File: src/rtl/gcm_auth_decrypt.sv
`default_nettype none
// ============================================================================
// Module   : gcm_auth_decrypt
// Purpose  : GCM receive path. CTR-decrypts ciphertext with an external keystream,
//            runs GHASH over AAD, ciphertext and the length block using a
//            bit-serial GF(2^128) multiplier, then checks the received tag.
// Revision : 1.0  initial release
// ============================================================================
module gcm_auth_decrypt (
    input  logic         clk,
    input  logic         i_reset_n,
    input  logic         i_start,
    input  logic [0:127] i_h,
    input  logic [0:127] i_ek_j0,
    input  logic [0:127] i_tag,
    input  logic [0:63]  i_aad_size,
    input  logic [0:63]  i_ct_size,
    input  logic         i_blk_valid,
    input  logic [0:127] i_blk,
    input  logic [0:127] i_keystream,
    output logic         o_blk_ready,
    output logic         o_pt_valid,
    output logic [0:127] o_plain_text,
    output logic         o_busy,
    output logic         o_done,
    output logic         o_tag_ok
);

    typedef enum logic [2:0] {
        ST_IDLE     = 3'd0,
        ST_WAIT_AAD = 3'd1,
        ST_WAIT_CT  = 3'd2,
        ST_MULT     = 3'd3,
        ST_LEN      = 3'd4,
        ST_MULT_LEN = 3'd5,
        ST_FINAL    = 3'd6,
        ST_DONE     = 3'd7
    } state_t;

    // GCM reduction constant: x^128 + x^7 + x^2 + x + 1 in reflected bit order
    localparam logic [0:127] C_R = {8'hE1, 120'd0};

    state_t        r_state;
    logic [0:127]  r_s;
    logic [0:127]  r_x;
    logic [0:127]  r_z;
    logic [0:127]  r_v;
    logic [0:127]  r_h;
    logic [0:127]  r_ek_j0;
    logic [0:127]  r_tag;
    logic [0:63]   r_aad_size;
    logic [0:63]   r_ct_size;
    logic [0:56]   r_aad_rem;
    logic [0:56]   r_ct_rem;
    logic [6:0]    r_cnt;
    logic          r_match;

    logic [0:127]  w_z_next;
    logic [0:127]  w_v_next;

    function automatic state_t next_phase(input logic [0:56] aad_rem, input logic [0:56] ct_rem);
        if (aad_rem != 57'd0)
            return ST_WAIT_AAD;
        else if (ct_rem != 57'd0)
            return ST_WAIT_CT;
        else
            return ST_LEN;
    endfunction

    // r_x shifts left each cycle so the multiplier bit under test is always r_x[0]
    assign w_z_next = r_x[0] ? (r_z ^ r_v) : r_z;
    assign w_v_next = r_v[127] ? ((r_v >> 1) ^ C_R) : (r_v >> 1);

    assign o_blk_ready = (r_state == ST_WAIT_AAD) || (r_state == ST_WAIT_CT);

    always_ff @(posedge clk or negedge i_reset_n) begin
        if (!i_reset_n) begin
            r_state      <= ST_IDLE;
            r_s          <= '0;
            r_x          <= '0;
            r_z          <= '0;
            r_v          <= '0;
            r_h          <= '0;
            r_ek_j0      <= '0;
            r_tag        <= '0;
            r_aad_size   <= '0;
            r_ct_size    <= '0;
            r_aad_rem    <= '0;
            r_ct_rem     <= '0;
            r_cnt        <= '0;
            r_match      <= 1'b0;
            o_pt_valid   <= 1'b0;
            o_plain_text <= '0;
            o_busy       <= 1'b0;
            o_done       <= 1'b0;
            o_tag_ok     <= 1'b0;
        end else begin
            o_pt_valid <= 1'b0;
            case (r_state)
                ST_IDLE, ST_DONE: begin
                    if (i_start) begin
                        r_h        <= i_h;
                        r_ek_j0    <= i_ek_j0;
                        r_tag      <= i_tag;
                        r_aad_size <= i_aad_size;
                        r_ct_size  <= i_ct_size;
                        r_aad_rem  <= i_aad_size[0:56];
                        r_ct_rem   <= i_ct_size[0:56];
                        r_s        <= '0;
                        o_busy     <= 1'b1;
                        o_done     <= 1'b0;
                        o_tag_ok   <= 1'b0;
                        r_state    <= next_phase(i_aad_size[0:56], i_ct_size[0:56]);
                    end else if ((r_state == ST_DONE) && !o_done) begin
                        // completion flags are presented one cycle after entering DONE
                        o_done   <= 1'b1;
                        o_tag_ok <= r_match;
                        o_busy   <= 1'b0;
                    end
                end
                ST_WAIT_AAD, ST_WAIT_CT: begin
                    if (i_blk_valid) begin
                        r_x     <= r_s ^ i_blk;
                        r_z     <= '0;
                        r_v     <= r_h;
                        r_cnt   <= 7'd0;
                        r_state <= ST_MULT;
                        if (r_state == ST_WAIT_CT) begin
                            o_plain_text <= i_blk ^ i_keystream;
                            o_pt_valid   <= 1'b1;
                            r_ct_rem     <= r_ct_rem - 57'd1;
                        end else begin
                            r_aad_rem <= r_aad_rem - 57'd1;
                        end
                    end
                end
                ST_MULT, ST_MULT_LEN: begin
                    r_z   <= w_z_next;
                    r_v   <= w_v_next;
                    r_x   <= r_x << 1;
                    r_cnt <= r_cnt + 7'd1;
                    if (r_cnt == 7'd127) begin
                        r_s     <= w_z_next;
                        r_state <= (r_state == ST_MULT) ? next_phase(r_aad_rem, r_ct_rem) : ST_FINAL;
                    end
                end
                ST_LEN: begin
                    r_x     <= r_s ^ {r_aad_size, r_ct_size};
                    r_z     <= '0;
                    r_v     <= r_h;
                    r_cnt   <= 7'd0;
                    r_state <= ST_MULT_LEN;
                end
                ST_FINAL: begin
                    r_match <= ((r_s ^ r_ek_j0) == r_tag);
                    r_state <= ST_DONE;
                end
                default: r_state <= ST_IDLE;
            endcase
        end
    end

endmodule
`default_nettype wire

File: config.mk
export PLATFORM = sky130hd
export DESIGN_NAME = gcm_auth_decrypt
export DESIGN_NICKNAME = d
export VERILOG_FILES = /design/src/rtl/gcm_auth_decrypt.sv
export SDC_FILE = /design/constraint.sdc
export NUM_CORES = 2
export LEC_CHECK = 0
export BUFFER_PORTS_ARGS = -buffer_cell sky130_fd_sc_hd__clkbuf_2
export CORE_AREA = 2 2 355 357
export CTS_CLUSTER_SIZE = 10
export DETAILED_ROUTE_END_ITERATION = 6
export DIE_AREA = 0 0 357 359
export GPL_ROUTABILITY_DRIVEN = 0
export PLACE_DENSITY = 0.74
export SYNTH_ARGS = -nofsm -noshare
export SYNTH_HDL_FRONTEND = slang
export SYNTH_SLANG_ARGS = --single-unit
File: constraint.sdc
create_clock -name clk -period 5.3 [get_ports clk]
set_clock_uncertainty 0.1 [all_clocks]
set_input_delay 0.265 -clock clk [delete_from_list [all_inputs] [get_ports clk]]
set_output_delay 0.265 -clock clk [all_outputs]
set_load 0.03 [all_outputs]
==> flow_summary_export.csv <==
group,metric,value,unit
yosys,synth-seq-cells,1281,
worst_setup_path,cp.depth,9,
die,core,0.125,sq mm
timing,fin_crit,4.57,ns
outcome,violations,"negative hold slack",
worst_setup_path,crit_type,"reg -> reg",
worst_setup_path,crit_path_top_delay_cell,"dfrtp_1",
placed_design,place_inst,8991,
worst_setup_path,reg2reg_depth,9,
grt,first_global_vias,59200,
worst_setup_path,arrival,5.10,ns
placed_design,place_hpwl,155000,um
grt,grt_overflow,0,
placed_design,io_buffers,904,
cts,clk_path_buf_depth,3,
grt,grt_max_degree,232,
yosys,synth_top_area_share,53.1,%
outcome,status,"complete, but fails checks",
yosys,syn_nets,7597,
worst_setup_path,cp-endpoint,"o_plain_text[58]",
finish,layout.nets,9124,
detailed_routing,ant_nets,0,
finish,multi_input_area,0.0267,sq mm
placed_design,post-place-ws,1.35,ns
cts,clk_latency,0.80,ns
worst_setup_path,r2r_slack,0.73,ns
detailed_routing,drtIter0Drc,8655,
timing,worst_pin_slew,1.28,ns
detailed_routing,drcViolationCount,0,
cts,post_cts_resized,0,
yosys,synth_edf_count,0,
finish,synthToLayoutAreaGrowth,31.0,%
grt,grt_pass1_wl,367000,um
run,maxCapViolations,0,
yosys,netlist_instances,6822,
finish,drive_gt1_share,13.8,%
worst_setup_path,cp.buffers_inverters,4,
worst_setup_path,required,5.83,ns
detailed_routing,dr.pass1.iters,7,
power_and_ir_drop,power_leakage,37.3,nW
timing,hold_violations,10,
power_and_ir_drop,irDropWorstVdd,386,uV
yosys,synth.avg_cell_area,8.84,sq um
yosys,synthTopCellsByArea,"dfrtp_1, nand2_1, xnor2_1",
detailed_routing,vias_per_cell,5.99,
die,die_x,357,um
timing,setup_viol,0,
die,pin_count,905,
detailed_routing,routedWlPerCell,24.7,um
yosys,synth_cell_types,63,
yosys,async_flop_share,100,%
finish,final-seq-area,0.0321,sq mm
grt,track_usage,38.1,%
timing,final.period_utilization,86.3,%
timing,rsz0062_at_grt,"no",
finish,final_cells,10100,
hold_path,hp-class,"in -> async",
worst_setup_path,crit_family,"buffers and inverters",
timing,finalHoldWorstSlack,-0.0594,ns
timing,fin_tns_setup,0,ns
timing,clock.fmax,219,MHz
worst_setup_path,worstPathMaxFanout,188,
grt,antenna_found_initial,27,
cts,path_clk_slew,0.07,ns
yosys,syn_area,0.0603,sq mm
worst_setup_path,crit_path_max_incr_delay,0.74,ns
die,initial_utilization,48.4,%
die,fp-row-count,130,
detailed_routing,vias,60300,
worst_setup_path,r2r-end,"o_plain_text[58]",
power_and_ir_drop,power_density,471,mW/mm^2
finish,fill_cells,9467,
cts,h-tree-depth,4,
detailed_routing,detail_route.wirelength,249000,um
worst_setup_path,worstPathCellList,"xor2_1, nand2b_4, clkinv_2, buf_4, nand2_1, inv_8, buf_12, nor2_1, a21oi_1",
die,dieArea,0.128,sq mm
yosys,yosysTopAreaCell,"dfrtp_1",
timing,slew_headroom,14.4,%
timing,slew_viol_final,0,
die,die_h,359,um
worst_setup_path,cp-start-kind,"flop",
cts,cts_tree,"yes",
timing,layout_setup_ws,0.727,ns
cts,cts.sinks,1281,
cts,cts_buffers,151,
worst_setup_path,crit_start,"r_state[0]",
cts,cts-root-buf,"clkbuf_16",
worst_setup_path,worst_setup_path_end_kind,"flop",
yosys,yosysSeqAreaShare,53.1,%
yosys,synthFlopType,"dfrtp_1",
yosys,yosysWarnings,0,
worst_setup_path,r2r_start,"r_state[0]",
[routing by layer]
layer | global-route usage [%] | vias to the layer above | routed length (um)
met5 | 1.17 | - | 356
met4 | 24.9 | 26 | 19100
met3 | 10.8 | 1141 | 29000
met2 | 54.5 | 4228 | 105000
met1 | 50.5 | 28900 | 95500
li1 | - | 26000 | -
[Yosys cell counts (all sizes together), types with 5 or more instances]
| library cell | n |
|---|---|
| nor3 | 49 |
| a31oi | 140 |
| xnor2 | 423 |
| a221o | 6 |
| nor2 | 649 |
| nand4 | 24 |
| or3 | 28 |
| or4 | 23 |
| o21ai | 260 |
| nand2b | 8 |
| a22oi | 18 |
| o21a | 5 |
| o22a | 9 |
| a21oi | 365 |
| nor4 | 69 |
| a22o | 8 |
| xor2 | 152 |
| or2 | 5 |
| nand3b | 5 |
| a32oi | 6 |
| nand2 | 2152 |
| o22ai | 157 |
| o31ai | 261 |
| dfrtp | 1281 |
| buf | 53 |
| o311ai | 11 |
| a221oi | 12 |
| inv | 16 |
| o2bb2ai | 5 |
| clkbuf | 382 |
| nand3 | 41 |
| mux2i | 129 |
| o211ai | 19 |
[cell families after synthesis]
kind of cell | count (synthesis) | synth area share, %
DFF | 1281 | 53.1
xor gates and xnor gates | 575 | 8.35
and+or+nand+nor | 3070 | 20.2
AOI/OAI and AO/OA | 1312 | 13.3
muxes | 130 | 2.16
buffers and inverters | 451 | 2.81
adders and majority gates | 3 | 0.0622
[layout by cell type (no fill, tap or decap), types with 68 or more instances in the layout]
cell type	Yosys	layout
clkbuf_2	0	903
a21oi_1	365	365
nor4_1	68	68
dlygate4sd3_1	0	855
nor2_1	649	647
mux2i_1	129	129
a31oi_1	140	139
o22ai_1	157	157
dfrtp_1	1281	1280
o31ai_1	261	259
nand2_1	2152	2149
o21ai_0	260	260
clkbuf_16	0	152
xor2_1	152	152
xnor2_1	423	423
[registers in the layout, indices dropped and copies added (netlist names)]
| signal | flops |
|---|---|
| o_busy | 1 |
| o_done | 1 |
| o_plain_text | 128 |
| o_pt_valid | 1 |
| o_tag_ok | 1 |
| r_aad_rem | 57 |
| r_aad_size | 64 |
| r_cnt | 7 |
| r_ct_rem | 57 |
| r_ct_size | 64 |
| r_ek_j0 | 128 |
| r_h | 128 |
| r_match | 1 |
| r_s | 128 |
| r_state | 3 |
| r_tag | 128 |
| r_v | 128 |
| r_x | 128 |
| r_z | 128 |
[worst min path at each step]
stage / startpoint / to / slack [ns] / cells past startpoint
5_1_grt: i_reset_n / o_plain_text[124] / 0.03 / 2
6_report: i_reset_n / o_plain_text[124] / -0.06 / 2
3_5_place_dp: i_reset_n / o_plain_text[124] / 0.27 / 1
3_3_place_gp: i_reset_n / o_plain_text[124] / 0.28 / 1
4_1_cts: i_blk[121] / r_x[121] / 0.01 / 5
2_1_floorplan: i_reset_n / o_busy / -0.13 / 0
[layout make-up]
cell class / instances / area share [%]
timing repair buffer: 1809 / 17.5
tap: 1650 / 2.61
inverter: 16 / 0.0871
clock inverter: 19 / 0.397
multi-input combinational: 5090 / 33.7
sequential: 1281 / 40.6
antenna: 15 / 0.0475
clock buffer: 182 / 5.06
[per-stage QoR]
stage,hold WS (ns),util (%),power (mW),instance area (sq um)
3_3_place_gp,0.276,53.1,26.0,66100
4_1_cts,0.0120,63.4,36.7,79000
2_1_floorplan,-0.131,-,22.4,60300
6_report,-0.0594,63.4,37.3,79000
5_1_grt,0.0302,63.4,39.1,79000
3_5_place_dp,0.266,53.1,26.5,66100
[where the power goes]
part	internal, mW	total (mW)	switching [mW]
Sequential	12.3	15.3	2.92
Clock	5.43	9.63	4.20
Combinational	4.88	12.4	7.47
[timing repair]
action | CTS | global route
setup buffers | 0 | 0
endpoints found under the hold margin | 964 | 0
hold buffers | 855 | 0
Power figures use the tool's default switching activity.
